`src/rtl/or_gate.sv`:
```
// Bitwise OR of two operands with a registered copy, a sticky "seen any
// bit set" flag and a saturating counter of 0->1 transitions of that
// reduction.
module or_gate #(
    parameter int unsigned WIDTH = 1,
    parameter int unsigned CNT_W = 16
) (
    input  logic             clk,
    input  logic             rst_n,
    input  logic [WIDTH-1:0] X,
    input  logic [WIDTH-1:0] Y,
    input  logic             clr,
    output logic [WIDTH-1:0] OUT,
    output logic [WIDTH-1:0] OUT_Q,
    output logic             ANY,
    output logic             STICKY,
    output logic [CNT_W-1:0] RISE_CNT
);

    logic [WIDTH-1:0] w_out;
    logic             w_any;
    logic             w_rise;
    logic             w_sat;

    logic [WIDTH-1:0] r_out_q;
    logic             r_any_d;
    logic             r_sticky;
    logic [CNT_W-1:0] r_rise_cnt;

    // Combinational OR path and rise detection against last sampled ANY
    always_comb begin
        w_out  = X | Y;
        w_any  = |w_out;
        w_rise = w_any & ~r_any_d;
        w_sat  = &r_rise_cnt;
    end

    // Data path registers; clr deliberately does not touch these
    always_ff @(posedge clk or negedge rst_n) begin
        if (!rst_n) begin
            r_out_q <= WIDTH'(0);
            r_any_d <= 1'b0;
        end else begin
            r_out_q <= w_out;
            r_any_d <= w_any;
        end
    end

    // Sticky flag and saturating rise counter; clr wins over a same-edge rise
    always_ff @(posedge clk or negedge rst_n) begin
        if (!rst_n) begin
            r_sticky   <= 1'b0;
            r_rise_cnt <= CNT_W'(0);
        end else if (clr) begin
            r_sticky   <= 1'b0;
            r_rise_cnt <= CNT_W'(0);
        end else begin
            if (w_any) begin
                r_sticky <= 1'b1;
            end
            if (w_rise && !w_sat) begin
                r_rise_cnt <= r_rise_cnt + CNT_W'(1);
            end
        end
    end

    assign OUT      = w_out;
    assign ANY      = w_any;
    assign OUT_Q    = r_out_q;
    assign STICKY   = r_sticky;
    assign RISE_CNT = r_rise_cnt;

endmodule

```
`config.mk`:
```
export PLATFORM = sky130hd
export DESIGN_NAME = or_gate
export DESIGN_NICKNAME = d
export VERILOG_FILES = /design/src/rtl/or_gate.sv
export SDC_FILE = /design/constraint.sdc
export NUM_CORES = 1
export LEC_CHECK = 0
export BUFFER_PORTS_ARGS = -buffer_cell sky130_fd_sc_hd__buf_4
export CAP_MARGIN = 40
export CORE_AREA = 3 3 46 48
export DETAILED_ROUTE_END_ITERATION = 10
export DIE_AREA = 0 0 49 51
export PLACE_DENSITY = 0.9
export SLEW_MARGIN = 0
export SYNTH_ARGS = -nofsm -noshare
export SYNTH_HDL_FRONTEND = slang
export SYNTH_SLANG_ARGS = --single-unit
```
`constraint.sdc`:
```
create_clock -name clk -period 2.7 [get_ports clk]
set_input_delay 0.54 -clock clk [delete_from_list [all_inputs] [get_ports clk]]
set_output_delay 0.54 -clock clk [all_outputs]
set_load 0.005 [all_outputs]
```
* Yosys cells after proc, flatten, opt, wreduce, memory -nomap -nowiden
Index checks and enable logic that the tools add are counted.
** Storage, ports and cells
- Flip-flop bits (word level) :: 18
- Bits of input ports :: 5
- Logic and storage cells :: 16
** Cells by class
- $add $sub $neg :: 1
- Multiplexer cells :: 4
- Bitwise logic cells :: 3
- Reductions and logical operators :: 5
** Operators with widths (count)
- two-way mux 16 bit :: 2
- adder 16 x 1 -> 16 bit, second input constant :: 1
- AND reduction 16 bit :: 1
- nonzero test 2 bit :: 2
- two-way mux 1 bit :: 2
- bitwise AND 1 bit :: 1
- logical AND 1 bit :: 1
- logical NOT 1 bit :: 1
- NOT 1 bit :: 1
- OR 1 bit :: 1

* Longest topological paths before layout
- Word-level depth :: 5
- Gate-level depth with buffers :: 7
- Gate-level depth less buffers :: 6

* Worst setup path before layout
Ideal clock, no wire load.
- Path type :: register -> register
- From :: register r_rise_cnt[0] (netlist: RISE_CNT[0])
- To :: register r_rise_cnt[14] (netlist: RISE_CNT[14])
- Setup time :: 0.128 ns
- Arrival :: 1.631 ns
- Required time :: 2.572 ns
- Path slack :: 0.941 ns
- Cell stages (with the launch flop) :: 7
- Path buffers :: 0
- Clock period less this slack :: 1.759 ns
- Cells stage by stage :: dfrtp_1 ha_1 nand4_4 or4_1 nor3_2 xnor2_1 nor2_1
** Between the ends
- Word-level cells in the longest chain between the ends :: 4
- Elaborated cells between the ends (all ways) :: 7
- Classes of those cells :: add/sub: 1; mux: 2; reduce/logical: 4
** Ends and longest elaborated chain
- start: declaration :: line 28 : logic [CNT_W-1:0] r_rise_cnt;
- start signal: assignment :: line 62 : r_rise_cnt <= r_rise_cnt + CNT_W'(1);
- branches (longest 4 deep; another with adder 16 x 1 -> 16 bit)
Several ways; the timed one is not identified. The select of a mux whose other input is x is not followed.
A chain may end at the register's enable or synchronous reset.

* Worst setup path in the final report
- From :: register r_rise_cnt[0] (netlist: RISE_CNT[0])
- To :: register r_rise_cnt[5] (netlist: RISE_CNT[5])
The elaborated chain is that of the path after synthesis.

==> results.cfg <==
[global_routing]
first_global_vias = 776
busiest_layer = met2
met1_usage_pct = 20.6
grt_use_met3_pct = 2.62
grt_max_degree = 19
globalRouteMet2Util_pct = 29.9
grt_antenna_before_repair = 0
grt_overflow = 0
overall_global_routing_usage_pct = 17.2
grt_first_pass_wirelength_mm = 3.34

[routing]
number_of_violations_reported_at_the_end_of_detailed_routing_iteration_0 = 14
drt-total-wl_mm = 1.94
drt-pass1-iter-count = 4
vias_per_cell = 5.46
post-route-drc-count = 0
wl_per_cell_um = 13.0
final_antenna_net_count = 0
vias = 814

[die]
coreArea_um2 = 1750
die_width_um = 49
floorplan.initialDensity_pct = 53.7
dieArea_um2 = 2500
design.portCount = 25
rows = 15
die_height_um = 51

[setup_path]
r2r_start = RISE_CNT[0]
setup.worst_path.start_class = flip-flop
r2r_slack_ps = 800
crit_type = flip-flop to flip-flop
path_max_fanout = 11
slowest_stage_cell_crit_path = sky130_fd_sc_hd__dfrtp_1
worstReg2RegEnd = RISE_CNT[5]
required_ps = 2890
rr_worst_depth = 7
cp_data_arrival_time_ps = 2100
crit_start = RISE_CNT[0]
crit_path_cell_trace = ha_1, nand4_4, nor4_1, buf_4, nor3_1, xnor2_1, nor2_1
crit_path_max_incr_delay_ps = 450
crit_path_end_kind = flip-flop

[sta]
grt_setup_unrepaired = false
worst_pin_slew_ps = 511
slew_headroom_pct = 65.8
report.final.hold_viol_count = 0
drv_slew = 0
timing.fmax_mhz = 526
setup_violations = 0
final_min_period_over_clock_period_pct = 70.5
final_period_minus_worst_setup_slack_ps = 1900
fin_setup_tns_ps = 0
final.setup_skew_ps = 2.27

[power]
worst_vdd_drop_v = 0.000467
power_w = 0.000475
powerDensity_nw_per_um2 = 405
cellLeakagePower_nw = 0.497

[placed_design]
gp_congestion = 0.805
portBuffers = 24
numPlacedInstances = 145
detailed_placement_wirelength_estimate_mm = 1.45
dpl-instance-area_um2 = 1140

[logic_synthesis]
post_synth_instance_area_um2 = 937
synth_cell_types = 26
yosys_warnings = 0
postSynthNetCount = 105
synth_top_area_share_pct = 48.1
synth_area_per_cell_um2 = 9.47
synth.yosys.seq_area_share_pct = 48.1
synth.area.top_cells = sky130_fd_sc_hd__dfrtp_1, sky130_fd_sc_hd__xnor2_1, sky130_fd_sc_hd__nor2_1
synth_cells = 99
synth.ff_latch_count = 18
synth_top_area_cell = sky130_fd_sc_hd__dfrtp_1

[clock_tree]
h-tree-depth = 1
cts_resized = 0
source_to_sink_clock_delay_at_the_later_pin_of_the_worst_skew_pair_ps = 290
clockRootBuffer = sky130_fd_sc_hd__clkbuf_4
cts_buffers = 3
post_cts_buffers = 0
cts.clk_slew.worst_paths_ps = 100
numClockSinks = 18
cts_hold_buf = 0
clock_tree_from_tritoncts = built
clockBufferDepth = 2

[layout]
synthToLayoutAreaGrowth_pct = 25.1
antennaDiodeCount = 0
finish.cell_count_without_fillers = 149
final.fill_count = 152
final_design_area_no_fill_um2 = 1170
finalCoreUtilization_pct = 67.2
final_net_count = 131
fraction_of_layout_instances_using_a_drive_strength_above_1_pct = 27.4

[worst_hold_path]
hold_path_class = input port to async pin

[run]
max_cap_violations = 0

[run_status]
run_status = completed
[report_power, final]
| group | total (W) | internal (W) | switching (W) | leakage, nW |
|---|---|---|---|---|
| logic | 0.0000324 | 0.0000143 | 0.0000181 | 0.231 |
| clock network | 0.000166 | 0.0000823 | 0.0000839 | 0.0210 |
| registers | 0.000276 | 0.000273 | 0.00000365 | 0.245 |
[metal layers]
layer  vias to the layer above  part of all wire [%]
met4                         0                   2.2
met3                         7                   6.8
met2                        36                    49
met5                         -                     0
met1                       376                    42
li1                        395                     -
[synth_stat cells]
master / n
sky130_fd_sc_hd__nand4_4: 1
sky130_fd_sc_hd__or3_1: 3
sky130_fd_sc_hd__inv_1: 1
sky130_fd_sc_hd__xnor2_1: 11
sky130_fd_sc_hd__or4_1: 1
sky130_fd_sc_hd__nor4b_1: 1
sky130_fd_sc_hd__o21bai_1: 1
sky130_fd_sc_hd__nor2_1: 17
sky130_fd_sc_hd__xor2_1: 2
sky130_fd_sc_hd__nand4_1: 5
sky130_fd_sc_hd__nand2_1: 7
sky130_fd_sc_hd__nor4_1: 4
sky130_fd_sc_hd__o21ba_2: 1
sky130_fd_sc_hd__buf_2: 1
sky130_fd_sc_hd__nand2b_1: 1
sky130_fd_sc_hd__nand3b_1: 1
sky130_fd_sc_hd__a21oi_1: 3
sky130_fd_sc_hd__nor3_2: 1
sky130_fd_sc_hd__buf_4: 1
sky130_fd_sc_hd__nand3_1: 4
sky130_fd_sc_hd__o21ai_0: 3
sky130_fd_sc_hd__nor3_1: 6
sky130_fd_sc_hd__clkbuf_1: 2
sky130_fd_sc_hd__or2_2: 2
sky130_fd_sc_hd__ha_1: 1
sky130_fd_sc_hd__dfrtp_1: 18
[area by class of cell]
| cell class | count | area, um^2 | share of cell area [%] |
|---|---|---|---|
| tap | 25 | 31.3 | 2.67 |
| timing repair buffer | 25 | 188 | 16.0 |
| sequential | 18 | 450 | 38.4 |
| multi-input combinational | 76 | 463 | 39.5 |
| inverter | 1 | 3.75 | 0.320 |
| clock buffer | 4 | 36.3 | 3.09 |
[worst max-delay path by stage]
stage	endpoint	slack, ps
after floorplan	RISE_CNT[14]	940
after global placement	RISE_CNT[15]	820
after detailed placement	RISE_CNT[15]	770
after CTS	RISE_CNT[14]	820
after global routing	RISE_CNT[5]	650
final	RISE_CNT[5]	800
[cell usage in the layout, fill, tap and decap left out, types with 2 or more instances in the layout]
master	count
sky130_fd_sc_hd__a21oi_1	3
sky130_fd_sc_hd__buf_4	25
sky130_fd_sc_hd__clkbuf_4	3
sky130_fd_sc_hd__dfrtp_1	18
sky130_fd_sc_hd__nand2_1	7
sky130_fd_sc_hd__nand3_1	4
sky130_fd_sc_hd__nand4_1	5
sky130_fd_sc_hd__nor2_1	17
sky130_fd_sc_hd__nor3_1	6
sky130_fd_sc_hd__nor4_1	4
sky130_fd_sc_hd__o21ai_0	3
sky130_fd_sc_hd__or2_2	2
sky130_fd_sc_hd__or3_1	3
sky130_fd_sc_hd__xnor2_1	11
sky130_fd_sc_hd__xor2_1	2
[per-stage QoR]
step                hold WS (ps)  setup slack [ps]
floorplan                    244               941
global placement             420               822
detailed placement           419               771
CTS                         89.6               822
global route                83.2               653
finish                      87.4               797
[worst max-delay path: cells and delay by family (launching register included)]
family / cells / cell delay, ps
xor gates and xnor gates: 1 / 180
buffers and inverters: 1 / 240
and+or+nand+nor: 4 / 660
adders and majority gates: 1 / 270
DFF: 1 / 450
[registers in the layout (all words and copies together), names as in the netlist]
register and count:
STICKY 1, r_any_d 1, RISE_CNT 16
[kinds of logic after synthesis]
family                   share of synthesized area [%]
buffers and inverters                             2.54
flip-flops                                        48.1
AND/OR/NAND/NOR                                   30.8
XOR/XNOR                                          12.1
adder cells (fa/ha/maj)                           1.33
AO/OA/AOI/OAI                                     5.07
No activity file was read; power rests on OpenSTA's default activity.
